<file path="config.mk">
export PLATFORM = sky130hd
export DESIGN_NAME = bram_port_arbiter
export DESIGN_NICKNAME = d
export VERILOG_FILES = /design/src/rtl/bram_port_arbiter.sv
export SDC_FILE = /design/constraint.sdc
export NUM_CORES = 1
export LEC_CHECK = 0
export CORE_AREA = 2 2 94 96
export DETAILED_ROUTE_END_ITERATION = 8
export DIE_AREA = 0 0 96 98
export PLACE_DENSITY = 0.64
export REMOVE_ABC_BUFFERS = 1
export SYNTH_ARGS = -nofsm -noshare
export SYNTH_HDL_FRONTEND = slang
export SYNTH_SLANG_ARGS = --single-unit
</file>
<file path="constraint.sdc">
create_clock -name clk -period 1.7 [get_ports clk]
set_input_delay 0.255 -clock clk [delete_from_list [all_inputs] [get_ports clk]]
set_output_delay 0.255 -clock clk [all_outputs]
set_load 0.03 [all_outputs]
</file>
<file path="src/rtl/bram_port_arbiter.sv">
// Two-master arbiter sharing one port of a read-first, one-cycle-latency BRAM.
// Grants are combinational; a master keeps the port for at most MAX_BURST cycles under contention.
module bram_port_arbiter #(
  parameter int NUM_COL    = 4,
  parameter int COL_WIDTH  = 8,
  parameter int ADDR_WIDTH = 10,
  parameter int DATA_WIDTH = NUM_COL * COL_WIDTH,
  parameter int MAX_BURST  = 4
) (
  input  logic                  clk,
  input  logic                  rst,
  input  logic                  m0_req,
  input  logic [NUM_COL-1:0]    m0_wen,
  input  logic [ADDR_WIDTH-1:0] m0_addr,
  input  logic [DATA_WIDTH-1:0] m0_wdata,
  output logic                  m0_gnt,
  output logic                  m0_rvalid,
  output logic [DATA_WIDTH-1:0] m0_rdata,
  input  logic                  m1_req,
  input  logic [NUM_COL-1:0]    m1_wen,
  input  logic [ADDR_WIDTH-1:0] m1_addr,
  input  logic [DATA_WIDTH-1:0] m1_wdata,
  output logic                  m1_gnt,
  output logic                  m1_rvalid,
  output logic [DATA_WIDTH-1:0] m1_rdata,
  output logic                  ram_en,
  output logic [NUM_COL-1:0]    ram_wen,
  output logic [ADDR_WIDTH-1:0] ram_addr,
  output logic [DATA_WIDTH-1:0] ram_din,
  input  logic [DATA_WIDTH-1:0] ram_dout
);

  localparam int CNT_W = $clog2(MAX_BURST + 1);
  localparam logic [CNT_W-1:0] CNT_MAX = CNT_W'(MAX_BURST);

  logic             last;
  logic             active;
  logic [CNT_W-1:0] cnt;
  logic             any_gnt;
  logic             sel;
  logic             vld0_p1;
  logic             vld1_p1;

  function automatic logic [CNT_W-1:0] sat_inc(input logic [CNT_W-1:0] v);
    return (v >= CNT_MAX) ? CNT_MAX : v + CNT_W'(1);
  endfunction

  // Stage p0: grant decision and RAM drive, same cycle as the request
  always_comb begin
    any_gnt = 1'b0;
    sel     = 1'b0;
    if (!rst) begin
      if (m0_req && m1_req) begin
        any_gnt = 1'b1;
        sel     = (active && (cnt < CNT_MAX)) ? last : ~last;
      end else if (m0_req) begin
        any_gnt = 1'b1;
        sel     = 1'b0;
      end else if (m1_req) begin
        any_gnt = 1'b1;
        sel     = 1'b1;
      end
    end
  end

  assign m0_gnt   = any_gnt && !sel;
  assign m1_gnt   = any_gnt && sel;
  assign ram_en   = any_gnt;
  assign ram_wen  = !any_gnt ? '0 : (sel ? m1_wen : m0_wen);
  assign ram_addr = sel ? m1_addr : m0_addr;
  assign ram_din  = sel ? m1_wdata : m0_wdata;

  always_ff @(posedge clk) begin
    if (rst) begin
      last    <= 1'b1;
      active  <= 1'b0;
      cnt     <= '0;
      vld0_p1 <= 1'b0;
      vld1_p1 <= 1'b0;
    end else begin
      if (any_gnt) begin
        cnt    <= ((sel == last) && active) ? sat_inc(cnt) : CNT_W'(1);
        last   <= sel;
        active <= 1'b1;
      end else begin
        cnt    <= '0;
        active <= 1'b0;
      end
      vld0_p1 <= m0_gnt && (m0_wen == '0);
      vld1_p1 <= m1_gnt && (m1_wen == '0);
    end
  end

  // Stage p1: registered RAM output returned to both masters
  assign m0_rvalid = vld0_p1;
  assign m1_rvalid = vld1_p1;
  assign m0_rdata  = ram_dout;
  assign m1_rdata  = ram_dout;

endmodule
</file>
==> results of run 1 <==
[area by class of cell]
class                   instances  area (um^2)
repair buffers                174         1860
multi-input cells              78          923
well taps                     108          135
inverters                      10         37.5
fillers                       843         5320
flip-flops and latches          7          146
clock buffers                   4         45.0
[synth_stat cells]
master and n:
buf_4 64, mux2_2 40, inv_1 10, dfxtp_1 7, o21ai_0 6, a21oi_1 4
buf_6 4, nand3_1 3, a211o_1 2, and3_1 2, ha_1 2, mux2_1 2
nand2_1 2, nor2_1 2, nor2b_1 2, a211oi_1 1, and2_1 1, buf_2 1
clkbuf_2 1, nand2b_1 1, nand4_1 1, nand4bb_1 1, nor4_1 1, o211ai_1 1
o211ai_4 1, o21a_1 1, o31a_1 1, xnor2_1 1
[state kept, by name, indices dropped and copies added (netlist names)]
signal and cells:
cnt 3, active 1, last 1, m0_rvalid 1, m1_rvalid 1
[worst min-delay path, cell delays in order]
cell and delay, ns:
clkbuf_2 0.13, inv_1 0.09, buf_4 0.12, a21oi_1 0.06
[power by group]
part	internal, mW	total (mW)	switching [mW]
Clock	0.162	0.230	0.0678
Combinational	0.616	1.06	0.441
Sequential	0.172	0.179	0.00712
Total	0.950	1.47	0.516
[final timing paths]
kind / start / cells after the start / slack, ns / end
worst max-delay path: active$_SDFF_PP0_ / 7 / -0.29 / ram_din[4]
worst min register to register: cnt[1]$_SDFF_PP0_ / 2 / 0.61 / cnt[2]$_SDFF_PP0_
worst min-delay path: m0_req / 4 / 0.49 / active$_SDFF_PP0_
worst max register to register: active$_SDFF_PP0_ / 5 / 0.37 / m0_rvalid$_SDFF_PP0_
[layer usage]
layer  routed length [um]  part of all wire, %
met5                   54                 0.58
met4                  198                  2.1
met3                 2300                   25
met2                 4040                   43
met1                 2790                   30
[what timing repair did]
action | CTS | global route
resized for setup | 229 | 2
pin swaps | 3 | 1
buffers inserted | 7 | 3
endpoints found under the setup margin | 48 | 48
cloned | 3 | 1
[cells by family after synthesis]
kind of cell / Yosys count / share of synthesized area (%)
muxes: 42 / 33.0
AOI/OAI and AO/OA: 17 / 8.39
adders and majority gates: 2 / 1.75
xor gates and xnor gates: 1 / 0.612
and+or+nand+nor: 16 / 6.38
DFF: 7 / 9.79
buffers and inverters: 80 / 40.0
[through the flow]
step	util, %	hold slack [ns]	setup slack [ns]	cell area (um^2)
after floorplan	-	0.324	-0.568	896
after global placement	30.4	0.511	-0.850	2570
after detailed placement	30.4	0.511	-0.860	2570
after CTS	36.7	0.511	-0.316	3100
after global routing	37.2	0.505	-0.355	3150
final	37.2	0.487	-0.293	3150
==> reports/metrics.csv, run 1 <==
stage,metric,value,unit
setup_path,critPathSlowestCell,dfxtp_2,
detailed_routing,drt-total-wl,9.38,mm
global_route,grt_pass1_vias,1928,
die,coreArea,8470,um^2
yosys,synth_top_area_share,33.6,%
cts,cts_made_buffers,3,
global_route,gr-total-overflow,0,
run_status,violations,negative setup slack,
die,fp.dieH,98,um
setup_path,cp_max_fo,6,
die,io_pins,243,
finish,antenna_cells,0,
detailed_routing,drtPass1Iterations,4,
setup_path,crit_required,1.44,ns
detailed_routing,post-route-drc-count,0,
yosys,yosysWarnings,0,
die,die_width,96,um
timing,fin_crit_sh,117,%
timing,timing_worst_slew_pin_value,0.316,ns
finish,final_common_cell,clkdlybuf4s50_1,
timing,finalMaxSlewViolations,0,
power,power,1.47,mW
yosys,synth-seq-area-share,9.79,%
run_status,status,"finished, violations left",
setup_path,cp_data_arrival_time,1.74,ns
timing,clock.fmax,0.502,GHz
cts,clkSinkCount,7,
global_route,grt.busiest_layer,met2,
placement,dp_cells,363,
timing,setup_viol,47,
global_route,grt_pass1_wl,12.7,mm
cts,htree_levels,1,
setup_path,crit_family,buffers and inverters,
yosys,synth_cell_types,28,
cts,cts-root-buf,clkbuf_8,
cts,cts_hold_buf,0,
finish,layoutNonFillerInstCount,381,
timing,fin_ws,-0.293,ns
yosys,syn_area_per_cell,8.67,um^2
placement,gp_congestion,0.845,
placement,dp_hpwl,8.10,mm
job,cap_violations,0,
timing,max_slew_margin,78.9,%
cts,cts_tree,yes,
die,rows,34,
global_route,grt_max_degree,13,
finish,nets,404,
finish,final_cell_mix,"clkdlybuf4s50_1 (94), buf_6 (49), mux2_4 (39)",
setup_path,path_cells,"nor2b_4, o211ai_4, buf_12, buf_8, buf_6, mux2_4, buf_6",
setup_path,max_stage_delay,0.33,ns
min_path,hold_class,input pin to flip-flop,
detailed_routing,drt_first_iter_violations,21,
timing,period_needed,1.99,ns
cts,clockBufferDepth,2,
setup_path,startpoint_type,flip-flop,
setup_path,critical_path_class,flip-flop to output port,
yosys,ys_ff_latch,7,
cts,clkTransAtPathRegs,0.04,ns
setup_path,crit_buf_inv,4,
detailed_routing,detail-route-antenna-nets,0,
detailed_routing,wl_per_cell,24.6,um
global_route,global_route.usage.met2,29.9,%
finish,area_growth,120,%
detailed_routing,viasPerCell,4.36,
global_route,use_met3,20.1,%
global_route,grt_use_met1,17.1,%
die,initial_utilization,16.9,%
detailed_routing,num_vias,1661,
yosys,syn-instance-count,165,
setup_path,end_kind,output port,
yosys,ys_top_cells_by_area,"buf_4 (34%), mux2_2 (31%), dfxtp_1 (9.8%)",
placement,port_buffers,146,
yosys,syn-cell-area,1430,um^2
power,p_leak,1.48,nW
global_route,grt_usage,19.2,%
global_route,antenna_found_initial,0,
timing,tns,-9.94,ns
yosys,synth_top_cell_by_area,buf_4,
timing,rsz0062_at_grt,yes,
finish,drive_gt1_share,49.8,%
setup_path,cp_common_cell,buf_6,
die,dieArea,9410,um^2
power,ir_drop,0.233,mV
power,power_density,465,nW/um^2
timing,hold_viol,0,
timing,fin_skew,0.00217,ns
cts,insertion_delay,0.22,ns
(Power assumes the default switching activity.)
==> inputs of run 2 (changes only) <==
--- a/config.mk
+++ b/config.mk
@@ -8,7 +8,7 @@
 export CORE_AREA = 2 2 94 96
 export DETAILED_ROUTE_END_ITERATION = 8
 export DIE_AREA = 0 0 96 98
-export PLACE_DENSITY = 0.64
+export PLACE_DENSITY = 0.63
 export REMOVE_ABC_BUFFERS = 1
 export SYNTH_ARGS = -nofsm -noshare
 export SYNTH_HDL_FRONTEND = slang
==> reports/metrics.csv, run 2 (synthesized netlist as in run 1, its figures left out) <==
stage,metric,value,unit,change
die,fp.dieH,98,um,unchanged
setup_path,end_kind,output port,,
min_path,holdCritStartpoint,ram_dout[30],,
timing,fin_skew,0.000381,ns,-0.00179 ns
die,io_pins,243,,unchanged
setup_path,r2r-end,last$_SDFFE_PP1N_,,
cts,clkSinkCount,7,,unchanged
timing,clock.fmax,0.489,GHz,-2.6%
power,ir_drop,0.168,mV,-28%
min_path,hold_end,m0_rdata[30],,
cts,cts_made_buffers,3,,unchanged
detailed_routing,viasPerCell,4.29,,-1.7%
finish,largest_reg_flops,3,,unchanged
run_status,status,"finished, violations left",,
cts,insertion_delay,0.23,ns,about the same
min_path,holdPathStages,0,,-4
finish,final_common_cell,clkdlybuf4s50_1,,
global_route,gr-total-overflow,0,,unchanged
timing,max_slew_margin,79.7,%,+0.77 points
timing,finalMaxSlewViolations,0,,unchanged
die,coreArea,8470,um^2,unchanged
die,dieArea,9410,um^2,unchanged
detailed_routing,drtPass1Iterations,4,,unchanged
placement,dp_hpwl,7.01,mm,-13%
timing,fin_crit_sh,120,%,+3.2 points
setup_path,crit_required,1.44,ns,about the same
finish,area_growth,119,%,
detailed_routing,wl_met2,3.87,mm,-4.3%
global_route,grt_max_degree,14,,+1
cts,clkTransAtPathRegs,0.04,ns,about the same
run_status,violations,negative setup slack,,
finish,largest-register,cnt,,
detailed_routing,detail-route-antenna-nets,0,,unchanged
cts,cts_tree,yes,,
detailed_routing,wl_met3,2.08,mm,-9.8%
power,power,1.45,mW,-1.1%
finish,final_util,37.0,%,-0.22 points
detailed_routing,top_layer_used,met5,,
timing,setup_viol,46,,-2.1%
die,rows,34,,unchanged
finish,layoutNonFillerInstCount,385,,+1.0%
power,power_density,463,nW/um^2,-0.52%
timing,period_needed,2.05,ns,+0.0538 ns
power,p_leak,1.45,nW,-2.1%
global_route,antenna_found_initial,0,,unchanged
setup_path,cp_data_arrival_time,1.79,ns,+0.05 ns
placement,dpl_cell_area,2610,um^2,+1.3%
detailed_routing,wl_per_cell,22.3,um,-9.3%
setup_path,critical_path_class,flip-flop to output port,,
min_path,hold_class,input pin to output port,,
detailed_routing,drt_first_iter_violations,21,,unchanged
detailed_routing,post-route-drc-count,0,,unchanged
cts,clockBufferDepth,2,,unchanged
cts,htree_levels,1,,unchanged
cts,cts-root-buf,clkbuf_8,,
timing,hold_viol,0,,unchanged
finish,antenna_cells,0,,unchanged
cts,cts_hold_buf,0,,unchanged
finish,drive_gt1_share,50.9,%,+1.1 points
finish,fin_area,3130,um^2,-0.60%
die,initial_utilization,16.9,%,unchanged
global_route,grt_usage,17.4,%,-1.8 points
timing,rsz0062_at_grt,yes,,
timing,timing_worst_slew_pin_value,0.304,ns,-0.0115 ns
placement,gp_congestion,0.903,,+6.9%
finish,nets,408,,+0.99%
placement,port_buffers,146,,unchanged
setup_path,startpoint_type,flip-flop,,
global_route,grt_pass1_wl,11.7,mm,-7.5%
timing,fin_hold_ws,0.510,ns,+0.0228 ns
setup_path,reg2reg_slack,0.38,ns,about the same
job,cap_violations,0,,unchanged
setup_path,rr_worst_depth,6,,+1
die,die_width,96,um,unchanged
setup_path,cp_max_fo,8,,+2
detailed_routing,drt-met1-wl,2.56,mm,-8.1%
global_route,grt_pass1_vias,1857,,-3.7%
detailed_routing,drt-total-wl,8.60,mm,-8.3%
placement,dp_cells,367,,+1.1%
setup_path,r2r_start,last$_SDFFE_PP1N_,,
finish,final_cell_mix,"clkdlybuf4s50_1 (94), buf_6 (47), mux2_4 (35)",,
timing,fin_ws,-0.347,ns,-0.0538 ns
detailed_routing,num_vias,1650,,-0.66%
## run 2: cell types whose count changed in the layout (fill, tap and decap cells not counted), sizes merged
cell,previous run,this run
bufbuf,1,0
clkbuf,6,5
buf,75,81
## run 2: metal layers
layer | GRT usage, % | vias up
met5 | 5.56 | -
met1 | 16.0 | 738
li1 | - | 717
met2 | 27.4 | 188
met3 | 18.1 | 5
met4 | 1.54 | 2
## run 2: what timing repair did
action | 4_1_cts | 5_1_grt
endpoints found under the setup margin | 49 | 48
gates cloned | 3 | 0
pin swaps | 1 | 4
buffers inserted | 10 | 5
gates resized for setup | 253 | 48
## run 2: worst max-delay path: stages, from the launching register on
cell and delay, ns:
dfxtp_2 0.33, nand4bb_4 0.23, o211ai_4 0.15, buf_12 0.16
buf_16 0.13, buf_8 0.11, mux2_4 0.31, buf_6 0.14
## run 2: how the worst max path moves through the flow
stage	start	endpoint	slack, ns	cells after the start
2_1_floorplan	last$_SDFFE_PP1N_	ram_wen[0]	-0.57	3
3_3_place_gp	m0_req	ram_din[29]	-0.87	6
3_5_place_dp	m0_req	ram_din[15]	-0.88	6
4_1_cts	cnt[2]$_SDFF_PP0_	ram_din[21]	-0.42	6
5_1_grt	last$_SDFFE_PP1N_	ram_din[9]	-0.41	7
6_report	last$_SDFFE_PP1N_	ram_addr[6]	-0.35	7
## run 2: layout make-up
type	instances	area (um^2)
Fill cell	830	5330
Clock buffer	4	45.0
Inverter	10	37.5
Sequential cell	7	146
Multi-Input combinational cell	78	922
Timing Repair Buffer	178	1850
Tap cell	108	135
## run 2: per-stage QoR
step           worst slack, ns  setup TNS, ns
6_report                -0.347         -12.77
5_1_grt                 -0.405         -15.64
4_1_cts                 -0.415         -13.97
3_5_place_dp            -0.879         -33.29
3_3_place_gp            -0.870         -33.26
2_1_floorplan           -0.568         -23.52
## run 2: report_power, final
| part | total [mW] | switching [mW] | internal, mW |
|---|---|---|---|
| Sequential | 0.179 | 0.00703 | 0.172 |
| Clock | 0.244 | 0.0810 | 0.163 |
| Combinational | 1.03 | 0.430 | 0.596 |
| Total | 1.45 | 0.518 | 0.931 |
